### src/rtl/uio_bus_arbiter.sv
// Round-robin owner of the bidirectional uio pad bus for three requesters, with a turnaround cycle between owners.
// Optional hold limit (forced release under contention) is built when ARB_HOLD_LIMIT_EN is defined.
module uio_bus_arbiter #(
  parameter int unsigned HOLD_MAX = 15
) (
  input  logic        clk,
  input  logic        rst_n,
  input  logic [2:0]  req,
  input  logic [2:0]  dir,
  input  logic [23:0] wdata,
  input  logic [7:0]  uio_in,
  output logic [2:0]  gnt,
  output logic [7:0]  uio_out,
  output logic [7:0]  uio_oe,
  output logic [7:0]  rdata,
  output logic        rvalid,
  output logic        busy
);

  typedef enum logic [1:0] {S_IDLE, S_TURN, S_OWN} state_e;

  if (HOLD_MAX < 1 || HOLD_MAX > 255) begin : g_hold_max_range
    $error("uio_bus_arbiter: HOLD_MAX must be in 1..255");
  end

  state_e      state_q, state_d;
  logic [1:0]  win_q, win_d;
  logic [1:0]  last_q, last_d;
  logic        wdir_q, wdir_d;
  logic [2:0]  gnt_q, gnt_d;
  logic [7:0]  uio_out_q, uio_out_d;
  logic [7:0]  uio_oe_q, uio_oe_d;
  logic [7:0]  rdata_q, rdata_d;
  logic        rvalid_q, rvalid_d;
  logic        busy_q, busy_d;

  logic [1:0]  pick;
  logic        any_req;
  logic        own_req;
  logic        force_rel;
  logic        arb;

  // Scan starts one past the previous winner, so the previous winner is scanned last.
  function automatic logic [1:0] rr_pick(input logic [2:0] r, input logic [1:0] l);
    logic [1:0] p;
    p = 2'd0;
    case (l)
      2'd0:    p = r[1] ? 2'd1 : (r[2] ? 2'd2 : 2'd0);
      2'd1:    p = r[2] ? 2'd2 : (r[0] ? 2'd0 : 2'd1);
      default: p = r[0] ? 2'd0 : (r[1] ? 2'd1 : 2'd2);
    endcase
    return p;
  endfunction

  function automatic logic [7:0] byte_of(input logic [23:0] w, input logic [1:0] i);
    case (i)
      2'd0:    return w[7:0];
      2'd1:    return w[15:8];
      default: return w[23:16];
    endcase
  endfunction

  assign pick    = rr_pick(req, last_q);
  assign any_req = |req;
  assign own_req = req[win_q];

`ifdef ARB_HOLD_LIMIT_EN
  localparam logic [7:0] HOLD_LAST = 8'(HOLD_MAX - 1);

  logic [7:0] hold_q, hold_d;
  logic [2:0] win_1h;

  assign win_1h    = 3'b001 << win_q;
  assign force_rel = (hold_q >= HOLD_LAST) && |(req & ~win_1h);
`else
  assign force_rel = 1'b0;
`endif

  always_comb begin
    // NOTE: every signal gets a default before the case so no path leaves it unassigned (no latches).
    state_d   = state_q;
    win_d     = win_q;
    last_d    = last_q;
    wdir_d    = wdir_q;
    uio_out_d = uio_out_q;
    rdata_d   = rdata_q;
    gnt_d     = 3'b000;
    uio_oe_d  = 8'h00;
    rvalid_d  = 1'b0;
    arb       = 1'b0;
`ifdef ARB_HOLD_LIMIT_EN
    hold_d    = hold_q;
`endif

    case (state_q)
      S_IDLE: arb = any_req;
      S_TURN: begin
        if (own_req) begin
          state_d = S_OWN;
`ifdef ARB_HOLD_LIMIT_EN
          hold_d  = 8'd0;
`endif
        end else begin
          state_d = S_IDLE;
        end
      end
      S_OWN: begin
        if (!own_req || force_rel) begin
          if (any_req) arb = 1'b1;
          else         state_d = S_IDLE;
        end else begin
`ifdef ARB_HOLD_LIMIT_EN
          hold_d = (hold_q == 8'hFF) ? hold_q : hold_q + 8'd1;
`endif
        end
      end
      default: state_d = S_IDLE;
    endcase

    if (arb) begin
      state_d = S_TURN;
      win_d   = pick;
      last_d  = pick;
      wdir_d  = dir[pick];
    end

    // Entering or staying in OWN never re-arbitrates, so win_q/wdir_q describe the owner here.
    if (state_d == S_OWN) begin
      gnt_d = 3'b001 << win_q;
      if (wdir_q) begin
        uio_oe_d  = 8'hFF;
        uio_out_d = byte_of(wdata, win_q);
      end else begin
        rdata_d  = uio_in;
        rvalid_d = 1'b1;
      end
    end

    busy_d = (state_d != S_IDLE);
  end

  always_ff @(posedge clk) begin
    // NOTE: sequential state uses non-blocking assignments so all flops update from pre-edge values.
    if (!rst_n) begin
      state_q   <= S_IDLE;
      win_q     <= 2'd0;
      last_q    <= 2'd2;
      wdir_q    <= 1'b0;
      gnt_q     <= 3'b000;
      uio_out_q <= 8'h00;
      uio_oe_q  <= 8'h00;
      rdata_q   <= 8'h00;
      rvalid_q  <= 1'b0;
      busy_q    <= 1'b0;
`ifdef ARB_HOLD_LIMIT_EN
      hold_q    <= 8'd0;
`endif
    end else begin
      state_q   <= state_d;
      win_q     <= win_d;
      last_q    <= last_d;
      wdir_q    <= wdir_d;
      gnt_q     <= gnt_d;
      uio_out_q <= uio_out_d;
      uio_oe_q  <= uio_oe_d;
      rdata_q   <= rdata_d;
      rvalid_q  <= rvalid_d;
      busy_q    <= busy_d;
`ifdef ARB_HOLD_LIMIT_EN
      hold_q    <= hold_d;
`endif
    end
  end

  assign gnt     = gnt_q;
  assign uio_out = uio_out_q;
  assign uio_oe  = uio_oe_q;
  assign rdata   = rdata_q;
  assign rvalid  = rvalid_q;
  assign busy    = busy_q;

endmodule

### config.mk
export PLATFORM = sky130hd
export DESIGN_NAME = uio_bus_arbiter
export DESIGN_NICKNAME = d
export VERILOG_FILES = /design/src/rtl/uio_bus_arbiter.sv
export SDC_FILE = /design/constraint.sdc
export NUM_CORES = 1
export LEC_CHECK = 0
export CORE_ASPECT_RATIO = 1.75
export CORE_MARGIN = 3
export CORE_UTILIZATION = 39
export DETAILED_ROUTE_END_ITERATION = 10
export PLACE_DENSITY = 0.86
export SYNTH_ARGS = -nofsm -noshare
export SYNTH_HDL_FRONTEND = slang
export SYNTH_SLANG_ARGS = --single-unit
export TNS_END_PERCENT = 5
### constraint.sdc
create_clock -name clk -period 2.1 [get_ports clk]
set_clock_uncertainty 0.1 [all_clocks]
set_input_delay 0.21 -clock clk [delete_from_list [all_inputs] [get_ports clk]]
set_output_delay 0.21 -clock clk [all_outputs]
set_load 0.02 [all_outputs]
After elaboration in Yosys (flattened, before gate mapping)
Index checks and enable logic that the tools add are counted.
- bits of input ports: 40
- register bits: 36
- logic and storage cells: 49
- output and inout port bits: 29
- equal/unequal tests: 5
- $lt $le $gt $ge: 2
- bitwise gates (word level): 1
- reductions and logical operators: 8
- mux-type cells: 22
- shift operators: 1
- operators by type and width (kind ; number):
    2-bit 2-to-1 mux ; 9
    8-bit one-hot mux with 2 select lines ; 1
    8-bit 2-to-1 mux ; 1
    2-bit by 1-bit equality test with 1-bit output (second input constant) ; 3
    2-bit zero test ; 3
    2-bit by 3-bit less-than comparator with 1-bit output (second input constant) ; 2
    1-bit 2-to-1 mux ; 6
    2-bit one-hot mux with 3 select lines ; 1
    2-bit AND reduction ; 3
    1-bit binary-select mux with 2-bit select ; 2
    2-bit equality test (second input constant) ; 2
    2-bit one-hot mux with 2 select lines ; 1
    3-bit OR reduction ; 1
    1-bit by 2-bit << shifter with 3-bit output (first input constant) ; 1
    1-bit one-hot mux with 2 select lines ; 1
    2-bit nonzero test ; 1
    1-bit NOT ; 1

Longest topological paths before layout
Gate-level depths: netlist of the first run.
- word-level depth: 7
- mapped depth: 7
- mapped depth without buffers: 5

Least setup slack after synthesis of the first run
No wires, ideal clock.
- kind: register to register
- start: reg win_q[0]
- end: reg last_q[1]
- setup slack: 0.483 ns
- setup time: 0.136 ns
- path buffers: 1
- stages on the path, launching flop included: 6
- data arrival time: 1.381 ns
- clock period less this slack: 1.617 ns
- required time: 1.864 ns
- cell sequence: dfxtp_1 -> buf_6 -> mux2i_1 -> o21ai_1 -> a2111oi_1 -> o21ai_0
- longest elaborated chain between the ends: 4
- ends and longest elaborated chain (what ; RTL line ; text):
    start: declaration ; 27 ; logic [1:0] win_q, win_d;
    start signal: assignment ; 160 ; win_q <= win_d;
    1-bit binary-select mux with 2-bit select ; 65 ; assign own_req = req[win_q];
    1-bit 2-to-1 mux (implied by the code) ; 65 ;
    1-bit 2-to-1 mux ; 108 ; if (!own_req || force_rel) begin
    1-bit one-hot mux with 2 select lines ; 95 ; case (state_q)
    end signal: assignment ; 161 ; last_q <= last_d;
    end: declaration ; 28 ; logic [1:0] last_q, last_d;
No other way between the ends. The select of a mux whose other input is x is not followed.
A chain may end at the register's enable or synchronous reset.

Final worst setup path of the first run
Same ends and word-level chain as after synthesis.

==> results.json, run 1 <==
{
  "status": "finished clean",
  "drc_errors": 0,
  "synth_top_area_frac": 0.428,
  "grt_pass1_wl_um": 5090,
  "drt-total-wl_um": 3210,
  "n_antenna_cell": 0,
  "period_minus_slack_ns": 1.78,
  "cts_buffers": 3,
  "area_delta_synth_final_pct": 57.7,
  "netlist_area_um2": 1310,
  "antenna_found_initial": 0,
  "ir_worst_vdd_v": 0.000481,
  "track_usage": 0.156,
  "wire_per_inst_um": 12.7,
  "critPathRequiredTime_ns": 2.14,
  "leakage_uw": 0.000820,
  "grt_pass1_vias": 1186,
  "min_path_type": "flop to flop",
  "crit_path_end_kind": "flop",
  "rows": 27,
  "setup_viol": 0,
  "synthTopCellsByArea": "dfxtp_1, mux2i_1, nor2_1",
  "fmax_mhz": 563,
  "rsz0062_at_grt": "no",
  "clk_pin_slew_ns": 0.09,
  "tns_ns": 0,
  "synthArstFlopShare": 0,
  "place.gp.congestion": 0.883,
  "grt_overflow": 0,
  "synth_edf_count": 0,
  "via_per_inst": 4.89,
  "io_pins": 69,
  "cts_root_buf": "clkbuf_8",
  "path_max_fanout": 4,
  "die_x_um": 49.8,
  "dieArea_um2": 4110,
  "dp_hpwl_um": 2560,
  "port_buffers": 68,
  "maxCapViolCount": 0,
  "ant_nets": 0,
  "maxSlewViolCount": 0,
  "yosysSeqAreaShare": 0.428,
  "start_util": 0.412,
  "slew_headroom": 0.679,
  "ctsHoldBuffers": 0,
  "clk_latency_ns": 0.27,
  "vias": 1236,
  "die-height_um": 82.6,
  "p_total_uw": 1300,
  "drive_gt1_frac": 0.0667,
  "power.density_nw_per_um2": 630,
  "core_area_um2": 3180,
  "h-tree-depth": 1,
  "worst_slew_pin_slew_ns": 0.480,
  "drtIter0Drc": 10,
  "crit_arrival_ns": 1.81,
  "grt_max_degree": 17,
  "synth_nets": 185,
  "synthCells": 145,
  "synthFlopType": "dfxtp_1",
  "yosys_register_bits": 28,
  "hold_viol": 0,
  "post_cts_resized": 0,
  "path_class": "flop to flop",
  "syn_avg_cell_area_um2": 9.03,
  "cts_setup_buffers": 0,
  "critPathLaunchType": "flop",
  "finalCritPeriodShare": 0.845,
  "num-fill-cells": 295,
  "synth.distinct_cells": 29,
  "synth_top_cell_by_area": "dfxtp_1",
  "ctsLongestPathBuffers": 2,
  "fin_nets": 251,
  "cts_num_sinks": 28,
  "cts_tree": "built",
  "dr.pass1.iters": 6,
  "yosys_warnings": 0
}
-- cell usage after synthesis, drive strengths merged (2+ instances only) --
library cell,n
a21oi,2
buf,11
clkbuf,4
dfxtp,28
inv,4
mux2i,25
nand2,13
nand3,2
nand3b,2
nor2,21
nor3,4
nor3b,3
o21ai,13
o22ai,2
-- stage by stage --
step / std cells / utilization / setup WS, ns / hold slack [ns] / cell area [um^2]
3_3_place_gp: 249 / 0.633 / 0.0993 / 0.373 / 2010
5_1_grt: 253 / 0.650 / 0.160 / 0.442 / 2060
6_report: 253 / 0.650 / 0.325 / 0.403 / 2060
3_5_place_dp: 249 / 0.633 / 0.0674 / 0.386 / 2010
2_1_floorplan: 145 / - / 0.483 / 0.186 / 1310
4_1_cts: 253 / 0.650 / 0.316 / 0.407 / 2060
-- registers in the layout (all words and copies together) (netlist names) --
name / count
busy: 1
gnt: 3
last_q: 1
rdata: 8
rvalid: 1
state_q: 2
uio_oe: 1
uio_out: 8
wdir_q: 1
win_q: 2
-- metal layers --
| metal | share of wire | up-vias | global-route usage |
|---|---|---|---|
| met2 | 0.54 | 43 | 0.288 |
| li1 | - | 621 | - |
| met5 | 0 | - | 0 |
| met3 | 0.073 | 4 | 0.0395 |
| met1 | 0.38 | 568 | 0.174 |
| met4 | 0.011 | 0 | 0.0499 |
-- area by class of cell --
cell class,instances,area [um^2],area share
tap,43,53.8,0.0261
timing repair buffer,76,741,0.359
multi-input combinational,98,639,0.310
sequential,28,561,0.272
inverter,4,15.0,0.00727
clock buffer,4,55.1,0.0267
-- path summary, 6_finish.rpt --
path	from	to	slack, ns	cells past startpoint
worst max-delay path	win_q[0]	last_q[1]	0.32	4
worst min-delay path	uio_out[7]	uio_out[7]	0.40	2
worst max register to register	win_q[0]	last_q[1]	0.32	4
worst min register to register	uio_out[7]	uio_out[7]	0.40	2
-- layout by cell type (no fill, tap or decap), types with 2 or more instances in the layout --
cell             instances
clkdlybuf4s50_1         68
dfxtp_1                 28
mux2i_1                 25
nor2_1                  21
nand2_1                 13
o21ai_0                 12
buf_4                    8
inv_1                    4
clkbuf_8                 4
nor3_1                   3
nor3b_1                  3
nand3b_1                 2
nand3_1                  2
a21oi_1                  2
o22ai_1                  2
-- worst max-delay path, cell delays in order, from the launching register on --
cell and delay (ns):
dfxtp_1 0.40, mux2i_1 0.26, o21ai_1 0.17, a2111oi_1 0.55, o21ai_0 0.17
-- report_power, final --
group          internal, uW  switching, uW
clock                   167            155
sequential              568           30.7
combinational           205            174
total                   941            360
-- kinds of logic after synthesis --
| logic type | share of synthesized area |
|---|---|
| AND/OR/NAND/NOR | 0.177 |
| XOR/XNOR | 0.00669 |
| flip-flops | 0.428 |
| multiplexers | 0.191 |
| AO/OA/AOI/OAI | 0.114 |
| buffers and inverters | 0.0832 |
No activity file was read; power rests on OpenSTA's default activity.
==> run 2, diff against run 1 <==
==> constraint.sdc (replaced) <==
create_clock -name clk -period 1.75 [get_ports clk]
set_clock_uncertainty 0.1 [all_clocks]
set_input_delay 0.175 -clock clk [delete_from_list [all_inputs] [get_ports clk]]
set_output_delay 0.175 -clock clk [all_outputs]
set_load 0.02 [all_outputs]
==> run 2 against run 1 <==
Critical path type is now primary input to flop. Via count shrank 0.73%. Final area grew 3.6%. Final cell count grew 1.6%. Hold slack is essentially flat. Die area is the same. Worst setup slack lost 0.25 ns. Clock power grew 19%. Highest routed layer unchanged. Global-route usage grew 0.76 points. Sequential power grew 20%.
==> results.json, run 2 (same netlist as run 1, synthesis figures left out) <==
{
  "rows": 27,
  "fin_nets": 255,
  "ir_worst_vdd_v": 0.000620,
  "maxSlewViolCount": 0,
  "clk_pin_slew_ns": 0.09,
  "cp_top_family": "buffers and inverters",
  "drtIter0Drc": 20,
  "crit_path_end_kind": "flop",
  "ant_nets": 0,
  "cp.buffers_inverters": 3,
  "drc_errors": 0,
  "critPathLaunchType": "primary input",
  "critPathRequiredTime_ns": 1.81,
  "cpPeakStageDelay_ns": 0.45,
  "dr.pass1.iters": 4,
  "p_total_uw": 1600,
  "grt_max_degree": 17,
  "cts_buffers": 3,
  "ctsLongestPathBuffers": 2,
  "power.density_nw_per_um2": 748,
  "min_path_type": "flop to flop",
  "port_buffers": 68,
  "dieArea_um2": 4110,
  "tns_ns": 0,
  "h-tree-depth": 1,
  "vias": 1227,
  "ctsHoldBuffers": 0,
  "area_delta_synth_final_pct": 63.5,
  "rsz0062_at_grt": "yes",
  "io_pins": 69,
  "fmax_mhz": 596,
  "cp_cell_sequence": "clkdlybuf4s50_1 -> buf_4 -> nor3_1 -> a211oi_4 -> buf_6 -> and2_1 -> nand2b_1",
  "cts_num_sinks": 28,
  "dp_hpwl_um": 2570,
  "place_inst": 253,
  "period_minus_slack_ns": 1.68,
  "track_usage": 0.164,
  "wire_per_inst_um": 12.8,
  "crit_arrival_ns": 1.74,
  "grt_overflow": 0,
  "mostFrequentLayoutCell": "clkdlybuf4s50_1",
  "stdcell_area_um2": 2140,
  "finalCritPeriodShare": 0.959,
  "fin_cells": 257,
  "num-fill-cells": 277,
  "place.gp.congestion": 0.934,
  "slew_headroom": 0.677,
  "layout_common_cells": "clkdlybuf4s50_1, dfxtp_1, mux2i_1",
  "cts_setup_buffers": 0,
  "drive_gt1_frac": 0.103,
  "maxCapViolCount": 0,
  "antenna_found_initial": 0,
  "core_area_um2": 3180,
  "leakage_uw": 0.000853,
  "cts_root_buf": "clkbuf_8",
  "grt_pass1_vias": 1235,
  "start_util": 0.412,
  "path_class": "primary input to flop",
  "worst_slew_pin_slew_ns": 0.480,
  "cts_tree": "built",
  "clk_latency_ns": 0.26,
  "status": "finished clean",
  "placed_area_um2": 2060,
  "cpMaxStageDelayCell": "clkdlybuf4s50_1",
  "hold_viol": 0,
  "grt_pass1_wl_um": 5350,
  "path_max_fanout": 6,
  "die_x_um": 49.8,
  "setup_viol": 0,
  "n_antenna_cell": 0,
  "drt-total-wl_um": 3280,
  "die-height_um": 82.6,
  "via_per_inst": 4.77
}
==> run 2: repair_timing <==
action / in CTS / in global routing
cloned: 0 / 0
pin swaps: 0 / 2
endpoints found under the setup margin: 1 / 5
gates resized for setup: 1 / 4
endpoints found under the hold margin: 0 / 0
==> run 2: worst paths after layout <==
kind         startpoint          to  slack, ns  depth (start not counted)
min          uio_out[7]  uio_out[7]       0.40                          2
max reg2reg    win_q[0]    win_q[0]       0.11                          6
min reg2reg  uio_out[7]  uio_out[7]       0.40                          2
max              req[1]        busy       0.07                          7
==> run 2: routing by layer <==
layer / wire, um / part of all wire / global-route usage
met5: 0 / 0 / 0
met4: 42 / 0.013 / 0.0609
met3: 216 / 0.066 / 0.0449
met2: 1740 / 0.53 / 0.290
met1: 1280 / 0.39 / 0.186
==> run 2: final cells by class <==
class | instances | area, um^2 | share of cell area
inverters | 4 | 15.0 | 0.00702
flip-flops and latches | 28 | 562 | 0.263
repair buffers | 80 | 800 | 0.374
clock buffers | 4 | 55.1 | 0.0257
well taps | 43 | 53.8 | 0.0251
multi-input cells | 98 | 654 | 0.306
==> run 2: tightest hold or removal path: stages, from the launching register on <==
cell	delay (ns)
dfxtp_1	0.34
mux2i_1	0.07
nor2_1	0.07
==> run 2: stage by stage <==
| step | utilization | hold slack [ns] | setup slack, ns |
|---|---|---|---|
| after global placement | 0.650 | 0.372 | -0.148 |
| after global routing | 0.674 | 0.418 | -0.0225 |
| after CTS | 0.669 | 0.405 | 0.0119 |
| final | 0.674 | 0.404 | 0.0715 |
| after floorplan | - | 0.151 | 0.133 |
| after detailed placement | 0.650 | 0.385 | -0.178 |
==> run 2: where the power goes <==
| part | switching [uW] | total (uW) | leakage (uW) | internal (uW) |
|---|---|---|---|---|
| Sequential | 37.2 | 720 | 0.000229 | 683 |
| Combinational | 221 | 496 | 0.000596 | 275 |
| Clock | 184 | 384 | 0.0000288 | 201 |
